`src/rtl/mpu_chk_arb.sv`:
```
// mpu_chk_arb: round-robin sharing of one mpu lookup between IFU and LSU,
// with PMP/PMA evaluation and per-requester valid/ready responses.
module mpu_chk_arb #(
    parameter int unsigned PADDR_W = 32
) (
    input  logic               clk,
    input  logic               rst,
    // IFU request / response
    input  logic               if_req_valid,
    output logic               if_req_ready,
    input  logic [PADDR_W-1:0] if_req_paddr,
    input  logic [1:0]         if_req_prv,
    output logic               if_rsp_valid,
    input  logic               if_rsp_ready,
    output logic [1:0]         if_rsp_fault,
    output logic               if_rsp_cache,
    // LSU request / response
    input  logic               lsu_req_valid,
    output logic               lsu_req_ready,
    input  logic [PADDR_W-1:0] lsu_req_paddr,
    input  logic [1:0]         lsu_req_prv,
    input  logic               lsu_req_wr,
    output logic               lsu_rsp_valid,
    input  logic               lsu_rsp_ready,
    output logic [1:0]         lsu_rsp_fault,
    output logic               lsu_rsp_cache,
    // mpu lookup
    output logic [PADDR_W-1:0] mpu_paddr,
    input  logic               pmp_v,
    input  logic               pmp_l,
    input  logic               pmp_x,
    input  logic               pmp_w,
    input  logic               pmp_r,
    input  logic               pma_v,
    input  logic               pma_c
);

    typedef enum logic [1:0] {ST_IDLE, ST_CHK, ST_RSP} state_e;
    typedef enum logic [1:0] {ACC_X, ACC_R, ACC_W} acc_e;

    localparam logic OWN_IFU = 1'b0;
    localparam logic OWN_LSU = 1'b1;
    localparam logic [1:0] PRV_M = 2'd3;

    state_e             state_q, state_d;
    acc_e               acc_q, acc_d;
    logic [PADDR_W-1:0] paddr_q, paddr_d;
    logic [1:0]         prv_q, prv_d;
    logic               owner_q, owner_d;
    logic               rr_q, rr_d;
    logic               if_valid_q, if_valid_d;
    logic [1:0]         if_fault_q, if_fault_d;
    logic               if_cache_q, if_cache_d;
    logic               lsu_valid_q, lsu_valid_d;
    logic [1:0]         lsu_fault_q, lsu_fault_d;
    logic               lsu_cache_q, lsu_cache_d;

    logic               if_win_c, lsu_win_c;
    logic               perm_c, pmp_ok_c, cache_c;
    logic [1:0]         fault_c;

    // Grant: lone requester wins, contention goes to the rr pointer side
    always_comb begin
        if_win_c  = (state_q == ST_IDLE) && if_req_valid
                    && (!lsu_req_valid || (rr_q == OWN_IFU));
        lsu_win_c = (state_q == ST_IDLE) && lsu_req_valid
                    && (!if_req_valid || (rr_q == OWN_LSU));
    end

    // Permission evaluation on the mpu result for the latched access
    always_comb begin
        perm_c = 1'b0;
        case (acc_q)
            ACC_X:   perm_c = pmp_x;
            ACC_W:   perm_c = pmp_w;
            ACC_R:   perm_c = pmp_r;
            default: perm_c = 1'b0;
        endcase
        // reserved prv 2 falls through as non-M, i.e. behaves like U
        pmp_ok_c = ((prv_q == PRV_M) && !(pmp_v && pmp_l)) || (pmp_v && perm_c);
        fault_c  = {~pma_v, ~pmp_ok_c};
        cache_c  = pma_v & pma_c;
    end

    // Next-state and next-output logic
    always_comb begin
        state_d     = state_q;
        acc_d       = acc_q;
        paddr_d     = paddr_q;
        prv_d       = prv_q;
        owner_d     = owner_q;
        rr_d        = rr_q;
        if_valid_d  = if_valid_q;
        if_fault_d  = if_fault_q;
        if_cache_d  = if_cache_q;
        lsu_valid_d = lsu_valid_q;
        lsu_fault_d = lsu_fault_q;
        lsu_cache_d = lsu_cache_q;

        case (state_q)
            ST_IDLE: begin
                if (if_win_c) begin
                    paddr_d = if_req_paddr;
                    prv_d   = if_req_prv;
                    acc_d   = ACC_X;
                    owner_d = OWN_IFU;
                    state_d = ST_CHK;
                    if (lsu_req_valid) rr_d = OWN_LSU;
                end else if (lsu_win_c) begin
                    paddr_d = lsu_req_paddr;
                    prv_d   = lsu_req_prv;
                    acc_d   = lsu_req_wr ? ACC_W : ACC_R;
                    owner_d = OWN_LSU;
                    state_d = ST_CHK;
                    if (if_req_valid) rr_d = OWN_IFU;
                end
            end
            ST_CHK: begin
                if (owner_q == OWN_IFU) begin
                    if_valid_d = 1'b1;
                    if_fault_d = fault_c;
                    if_cache_d = cache_c;
                end else begin
                    lsu_valid_d = 1'b1;
                    lsu_fault_d = fault_c;
                    lsu_cache_d = cache_c;
                end
                state_d = ST_RSP;
            end
            ST_RSP: begin
                if ((owner_q == OWN_IFU) && if_rsp_ready) begin
                    if_valid_d = 1'b0;
                    if_fault_d = 2'b00;
                    if_cache_d = 1'b0;
                    state_d    = ST_IDLE;
                end else if ((owner_q == OWN_LSU) && lsu_rsp_ready) begin
                    lsu_valid_d = 1'b0;
                    lsu_fault_d = 2'b00;
                    lsu_cache_d = 1'b0;
                    state_d     = ST_IDLE;
                end
            end
            default: state_d = ST_IDLE;
        endcase
    end

    // State and registered outputs
    always_ff @(posedge clk or posedge rst) begin
        if (rst) begin
            state_q     <= ST_IDLE;
            acc_q       <= ACC_X;
            paddr_q     <= '0;
            prv_q       <= 2'b00;
            owner_q     <= OWN_IFU;
            rr_q        <= OWN_IFU;
            if_valid_q  <= 1'b0;
            if_fault_q  <= 2'b00;
            if_cache_q  <= 1'b0;
            lsu_valid_q <= 1'b0;
            lsu_fault_q <= 2'b00;
            lsu_cache_q <= 1'b0;
        end else begin
            state_q     <= state_d;
            acc_q       <= acc_d;
            paddr_q     <= paddr_d;
            prv_q       <= prv_d;
            owner_q     <= owner_d;
            rr_q        <= rr_d;
            if_valid_q  <= if_valid_d;
            if_fault_q  <= if_fault_d;
            if_cache_q  <= if_cache_d;
            lsu_valid_q <= lsu_valid_d;
            lsu_fault_q <= lsu_fault_d;
            lsu_cache_q <= lsu_cache_d;
        end
    end

    assign if_req_ready  = if_win_c;
    assign lsu_req_ready = lsu_win_c;
    assign mpu_paddr     = paddr_q;
    assign if_rsp_valid  = if_valid_q;
    assign if_rsp_fault  = if_fault_q;
    assign if_rsp_cache  = if_cache_q;
    assign lsu_rsp_valid = lsu_valid_q;
    assign lsu_rsp_fault = lsu_fault_q;
    assign lsu_rsp_cache = lsu_cache_q;

endmodule

```
`config.mk`:
```
export PLATFORM = sky130hd
export DESIGN_NAME = mpu_chk_arb
export DESIGN_NICKNAME = d
export VERILOG_FILES = /design/src/rtl/mpu_chk_arb.sv
export SDC_FILE = /design/constraint.sdc
export NUM_CORES = 1
export LEC_CHECK = 0
export CAP_MARGIN = 5
export CORE_ASPECT_RATIO = 0.8
export CORE_UTILIZATION = 38
export DETAILED_ROUTE_END_ITERATION = 8
export GPL_ROUTABILITY_DRIVEN = 0
export PLACE_DENSITY = 0.83
export SLEW_MARGIN = 40
export SYNTH_ARGS = -nofsm -noshare
export SYNTH_HDL_FRONTEND = slang
export SYNTH_SLANG_ARGS = --single-unit
```
`constraint.sdc`:
```
create_clock -name clk -period 2.3 [get_ports clk]
set_clock_uncertainty 0.2 [all_clocks]
set_input_delay 0.69 -clock clk [delete_from_list [all_inputs] [get_ports clk]]
set_output_delay 0.69 -clock clk [all_outputs]
set_load 0.05 [all_outputs]
```
### After elaboration in Yosys (flattened, before gate mapping)

Index checks and enable logic that the tools add are counted.

| storage, ports and cells | value |
|---|---|
| flip-flop bits (word level) | 48 |
| bits in latches | 0 |
| memory bits (writable) | 0 |
| memory bits (read-only) | 0 |
| bits of input ports | 82 |
| word-level logic and storage cells | 91 |
| memories | 0 |

| operators by class | value |
|---|---|
| add/sub/neg operators | 0 |
| multiply operators | 0 |
| div/mod/pow operators | 0 |
| order comparisons | 0 |
| equal/unequal tests | 13 |
| shift-type cells | 0 |
| muxes and demuxes | 36 |
| bitwise operators | 5 |
| reduce and logical (&&, ||, !) cells | 25 |

Operators with widths:

| kind | number |
|---|---|
| $mux W32 | 2 |
| $mux W2 | 13 |
| $mux W1 | 13 |
| $ne A2 B2 Y1 const B | 5 |
| $logic_and A1 B1 Y1 | 9 |
| $pmux W1 S2 | 4 |
| $pmux W2 S2 | 2 |
| $reduce_and A4 Y1 | 2 |
| $eq A2 B2 Y1 const B | 3 |
| $ne A3 B3 Y1 const B | 2 |
| $pmux W2 S3 | 1 |
| $reduce_bool A2 Y1 | 3 |
| $eq A2 B1 Y1 const B | 2 |
| $logic_not A2 Y1 | 2 |
| $not A1 Y1 | 4 |
| $reduce_and A2 Y1 | 2 |
| $logic_not A1 Y1 | 3 |
| $logic_or A1 B1 Y1 | 3 |
| $pmux W1 S3 | 1 |
| $reduce_and A3 Y1 | 1 |
| $ne A2 B1 Y1 const B | 1 |
| $and A1 B1 Y1 | 1 |

### Depth between registers and ports, before layout

Gate-level depths: netlist of the first run.

| logic depth | value |
|---|---|
| depth in word-level cells | 7 |
| depth in mapped cells | 6 |

### Least setup slack after synthesis of the first run

Ideal clock, no wire load.

| timing | value |
|---|---|
| kind | input-to-output |
| from | input lsu_req_valid |
| to | output lsu_req_ready |
| arrival time | 1.597 ns |
| required time | 1.410 ns |
| setup slack | -0.187 ns |
| stages | 2 |
| path buffers | 0 |
| cells stage by stage | nand2_1 > a21oi_1 |

| between the ends | value |
|---|---|
| word-level cells in the longest chain between the ends | 2 |

Ends and longest elaborated chain:

| element | line | RTL |
|---|---|---|
| from (decl) | 18 | `input logic lsu_req_valid,` |
| $logic_and A1 B1 Y1 | 66 | `lsu_win_c = (state_q == ST_IDLE) && lsu_req_valid` |
| $logic_and A1 B1 Y1 | 67 | `&& (!if_req_valid \|\| (rr_q == OWN_LSU));` |
| to (decl) | 19 | `output logic lsu_req_ready,` |

No other way between the ends.

### Worst setup path after layout of the first run

| timing | value |
|---|---|
| from | register state_q[0] |
| to | output lsu_req_ready |

| between the ends | value |
|---|---|
| word-level cells in the longest chain between the ends | 3 |

Ends and longest elaborated chain:

| element | line | RTL |
|---|---|---|
| from (decl) | 45 | `state_e state_q, state_d;` |
| from (signal assigned) | 163 | `state_q <= state_d;` |
| $logic_not A2 Y1 | 66 |  |
| $logic_and A1 B1 Y1 | 66 |  |
| $logic_and A1 B1 Y1 | 67 |  |

No other way between the ends.

==> results.toml, run 1 <==
[pwr]
p_comb_share_pct = 61.1
powerDensity_mw_per_mm2 = 1580
ir_drop_mv = 0.718
switching_share_pct = 48.1
p_leak_uw = 0.00166
power_switching_uw = 2680
power.internal_uw = 2890
pwr-share-clk_pct = 10.7
p_total_uw = 5570
pwr-share-seq_pct = 28.2

[grt]
grt_pass1_wl_um = 9910
use_met3_pct = 4.37
grt.busiest_layer = "met2"
grt_pass1_vias = 2089
grt_use_total_pct = 20.9
gr-usage-met2_pct = 36.8
grt_max_degree = 49
grtUsageMet1_pct = 26.5
overflow = 0
antenna_found_initial = 0

[logic_synthesis]
yosysSeqAreaShare_pct = 54.6
syn_area_per_cell_um2 = 12.2
synthFlopType = "dfrtp_1"
synth_top_area_share_pct = 54.6
synth_cell_types = 29
synth.largest_area_cell = "dfrtp_1"
syn_inst = 180
synth_most_common_cell = "dfrtp_1"
synth_edf_count = 0
synthTopCellsByArea = "dfrtp_1, a221o_1, and3_1"
synth_area_mm2 = 0.00220
synth_commonest_cells = "dfrtp_1, a221o_1, and3_1"
synth_nets = 262
async_flop_share_pct = 100
ys_ff_latch = 48
ys_warn_count = 0

[sta]
setup_ws_ps = 93.3
fin_hold_ws_ps = 311
worst-slew-pin-transition_ps = 412
maxSlewViolCount = 0
max-slew-margin-rel_pct = 72.5
setup_tns_ps = 0
setup_viol = 0
rsz0062_at_grt = "no"
period_share_pct = 95.9
hold_viol = 0
period_needed_ps = 2210
max_freq_mhz = 453

[setup_path]
cp_data_required_time_ps = 1410
path_cells = "nor2_4 > nand2_1 > a21oi_2 > buf_12"
cp.buffers_inverters = 1
cp_data_arrival_time_ps = 1320
crit_path_max_incr_delay_ps = 460
cpLargestDelayFamily = "flip-flops"
slowest_stage = "dfrtp_1"
crit_type = "reg -> out"
start_kind = "register"
critical_path.max_fanout = 5
end_kind = "output port"

[layout]
area_growth_pct = 60.5
nNetsFinal = 389
final_core_util_pct = 63.9
layout-drive-gt1-share_pct = 25.3
diodes = 0

[drt]
drt_wl_total_um = 6090
first_iter_violations = 72
routed_via_density = 5.21
final_antenna_net_count = 0
drc = 0
first_pass_iters = 4
vias = 2010
wl_per_cell_um = 15.8

[clock_tree]
path_clk_slew_ps = 80
cts_hold_buf = 0
worstSkewPairLatency_ps = 290
h-tree-depth = 2
tritoncts = "yes"
cts-root-buf = "clkbuf_8"
clockBufferDepth = 2
cts.sinks = 48
cts_buffers = 5

[placement]
dpl_worst_slack_ps = -348
place.detailed.hpwl_um = 4220
port_buffers = 123

[worst_hold_path]
hp-class = "reg -> reg"

[floorplanning]
die_h_um = 70.1
coreArea_mm2 = 0.00553
row_count = 24
dieArea_mm2 = 0.00610
start_util_pct = 39.8
die_x_um = 87.1
ios = 124

[flow_run]
drv_cap = 0

[status]
status = "finished, final reports clean"
-- cells by family (layout without fill, tap and decap cells) --
group	Yosys count	in the layout	synth area share, %
compound gates	48	48	19.8
xor+xnor	1	1	0.398
buf+inv	19	147	6.37
flops	48	48	54.6
mux	7	7	3.52
simple gates	57	57	15.3
-- what timing repair did --
action / in CTS / in global routing
setup buffers: 3 / 1
pin swaps: 2 / 1
cloned: 0 / 0
endpoints found under the setup margin: 2 / 1
gates resized for setup: 4 / 4
-- per-layer routing --
metal / vias up / routed length [µm]
li1: 944 / -
met3: 5 / 351
met2: 72 / 3050
met4: 0 / 27
met5: - / 0
met1: 989 / 2670
-- final cells by class --
class / count / area, µm²
clock buffer: 6 / 72.6
clock inverter: 2 / 35.0
fill: 483 / 1990
inverter: 6 / 25.0
multi-input combinational: 113 / 871
sequential: 48 / 1200
tap: 78 / 97.6
timing repair buffer: 133 / 1230
-- cells in the final DEF (no fill, tap or decap) --
cell / n
buf_2: 1
clkbuf_8: 5
and3_1: 34
inv_2: 2
a21boi_2: 1
clkdlybuf4s50_1: 79
nand3_4: 1
a221o_1: 34
mux2i_1: 1
a211oi_1: 1
nand2_1: 8
inv_4: 1
nand3b_1: 1
buf_12: 3
dfrtp_2: 1
nor2_1: 7
buf_4: 49
o21ai_4: 1
a21oi_1: 4
inv_1: 3
a21oi_2: 2
a21o_1: 1
mux2_2: 6
nand2b_1: 1
nor2b_1: 1
dfrtp_1: 47
nand3_1: 2
clkinv_2: 1
nor2_4: 1
clkbuf_1: 1
bufinv_16: 1
xnor2_1: 1
a22o_1: 2
clkbuf_2: 1
and2b_2: 1
o21ai_0: 2
-- path summary, 6_finish.rpt --
path | from | end | slack [ps] | cells past startpoint
setup reg to reg | state_q[0] | mpu_paddr[6] | 480 | 6
max in group asynchronous | rst | state_q[1] | 1120 | 3
hold / removal | if_rsp_fault[0] | if_rsp_fault[0] | 310 | 1
hold reg to reg | if_rsp_fault[0] | if_rsp_fault[0] | 310 | 1
min in group asynchronous | rst | mpu_paddr[24] | 560 | 3
setup / recovery | state_q[0] | lsu_req_ready | 90 | 4
-- metrics by stage --
stage,area (µm²),instances
final,3530,386
after CTS,3530,385
after floorplan,2200,180
after detailed placement,3400,374
after global placement,3400,374
after global routing,3530,386
-- power by group through the flow --
stage          sequential, µW  combinational (µW)  clock [µW]
6_report                 1570                3410         595
5_1_grt                  1610                3610         645
4_1_cts                  1570                3420         615
3_5_place_dp             1570                3390           0
3_3_place_gp             1570                3320           0
2_1_floorplan            2760                1220           0
-- flip-flops by register name, indices dropped and copies added, names as in the netlist, 2 cells and up --
signal         flops
acc_q              2
if_rsp_fault       2
lsu_rsp_fault      2
mpu_paddr         32
prv_q              2
state_q            2
(Power assumes the default switching activity.)
==> run 2: changes to the inputs <==
--- a/config.mk
+++ b/config.mk
@@ -8,6 +8,7 @@
 export CAP_MARGIN = 5
 export CORE_ASPECT_RATIO = 0.8
 export CORE_UTILIZATION = 38
+export CTS_CLUSTER_DIAMETER = 40
 export DETAILED_ROUTE_END_ITERATION = 8
 export GPL_ROUTABILITY_DRIVEN = 0
 export PLACE_DENSITY = 0.83
==> results of run 2 <==
No change in the layout: final DEF, timing and power equal those of run 1.
==> run 3: changes to the inputs <==
--- a/config.mk
+++ b/config.mk
@@ -7,11 +7,12 @@
 export LEC_CHECK = 0
 export CAP_MARGIN = 5
 export CORE_ASPECT_RATIO = 0.8
-export CORE_UTILIZATION = 38
+export CORE_UTILIZATION = 56
 export CTS_CLUSTER_DIAMETER = 40
 export DETAILED_ROUTE_END_ITERATION = 8
+export DONT_BUFFER_PORTS = 1
 export GPL_ROUTABILITY_DRIVEN = 0
-export PLACE_DENSITY = 0.83
+export PLACE_DENSITY = 0.77
 export SLEW_MARGIN = 40
 export SYNTH_ARGS = -nofsm -noshare
 export SYNTH_HDL_FRONTEND = slang
==> constraint.sdc (replaced) <==
create_clock -name clk -period 1.88 [get_ports clk]
set_clock_uncertainty 0.2 [all_clocks]
set_input_delay 0.564 -clock clk [delete_from_list [all_inputs] [get_ports clk]]
set_output_delay 0.564 -clock clk [all_outputs]
set_load 0.05 [all_outputs]
==> results.toml, run 3 (synthesis gave the netlist of run 1 again) <==
[status]
status = "complete, but fails checks"
violations = "negative setup slack"

[floorplanning]
dieArea_mm2 = 0.00419
die_h_um = 58.1
row_count = 19
coreArea_mm2 = 0.00359
ios = 124
die_x_um = 72.1
start_util_pct = 61.3

[setup_path]
crit_path_max_incr_delay_ps = 410
reg2regPathDepth = 5
path_cells = "nor2_4 > nand2_2 > a21oi_4 > buf_12"
start_kind = "register"
reg2reg_slack_ps = 70
slowest_stage = "dfrtp_1"
end_kind = "output port"
cpLargestDelayFamily = "flip-flops"
worst-path-stages = 4
cp.buffers_inverters = 1
r2r_start = "state_q[1]"
critical_path.startpoint = "state_q[0]"
r2r_end = "if_rsp_fault[0]"
critical_path.max_fanout = 3
cp_data_arrival_time_ps = 1240
cp_data_required_time_ps = 1120
crit_type = "reg -> out"
crit_end = "lsu_req_ready"

[drt]
drt_wl_total_um = 5030
vias = 1588
first_pass_iters = 4
wl_per_cell_um = 20.7
drc = 0
final_antenna_net_count = 0
first_iter_violations = 104
routed_via_density = 6.53

[layout]
diodes = 0
largest_reg_flops = 32
nNetsFinal = 272
mostFrequentLayoutCells = "dfrtp_1, and3_1, a221o_1"
fillers = 265
final_cells = 243
multi_input_area_um2 = 873
area_growth_pct = 10.8
layout_commonest_cell = "dfrtp_1"
seqCellArea_mm2 = 0.00120
layout-drive-gt1-share_pct = 20.4
final_core_util_pct = 67.9

[clock_tree]
worstSkewPairLatency_ps = 290
clockBufferDepth = 2
tritoncts = "yes"
cts-root-buf = "clkbuf_8"
cts_buffers = 5
path_clk_slew_ps = 80
cts.sinks = 48
h-tree-depth = 2

[grt]
overflow = 0
grt_pass1_vias = 1678
antenna_found_initial = 0
grt_pass1_wl_um = 7750
grt_max_degree = 36
grt_use_total_pct = 24.4

[sta]
rsz0062_at_grt = "yes"
setup_ws_ps = -123
max-slew-margin-rel_pct = 64.0
worst-slew-pin-transition_ps = 539
setup_viol = 2
setup_tns_ps = -186
period_needed_ps = 2000
period_share_pct = 107
hold_viol = 0
maxSlewViolCount = 0
max_freq_mhz = 499

[worst_hold_path]
hp-class = "in -> reg"

[placement]
dpl_worst_slack_ps = 56.0
place_inst = 226
place.detailed.hpwl_um = 3440
port_buffers = 0

[flow_run]
drv_cap = 0

[pwr]
ir_drop_mv = 1.28
p_leak_uw = 0.00116
powerDensity_mw_per_mm2 = 2440
[run 3: worst min path at each step]
stage	startpoint	endpoint	slack, ps	cells past startpoint
finish	lsu_req_wr	acc_q[1]	210	1
global route	if_req_paddr[9]	mpu_paddr[9]	200	1
CTS	if_req_paddr[15]	mpu_paddr[15]	210	1
detailed placement	prv_q[0]	prv_q[0]	300	1
global placement	rst	mpu_paddr[25]	300	1
floorplan	rr_q	rr_q	270	1
[run 3: repair_timing]
action                     4_1_cts  5_1_grt
cloned                           0        0
setup endpoints to repair        2        9
gates resized for setup          4        5
hold endpoints to repair        23        0
setup buffers                    5        3
pin swaps                        2        3
hold buffers                     1        0
[run 3: power by group]
part           leakage (µW)  switching [µW]  total (µW)  internal, µW
Clock             0.0000455             302         601           300
Combinational      0.000530             911        1870           963
Sequential         0.000579            1930        3470          1530
[run 3: final cells by class]
cell class                      instances  area share (%)
Timing Repair Buffer                   16            6.72
Sequential cell                        48            49.3
Tap cell                               52            2.67
Multi-Input combinational cell        113            35.8
Clock buffer                            8            3.69
Inverter                                6            1.80
[run 3: metal layers]
metal  vias to the layer above  global-route usage (%)  share of wire, %
li1                        708                       -                 -
met1                       783                    29.5                40
met2                        91                    41.9                50
met3                         6                    7.30               8.7
met4                         0                    8.40               1.3
met5                         -                       0                 0
[run 3: per-stage QoR]
step	total power [µW]	cell area (µm²)	hold slack, ps
global placement	5080	2250	296
CTS	5890	2390	208
detailed placement	5190	2250	298
finish	5940	2440	212
global route	6240	2440	199
floorplan	4870	2210	267
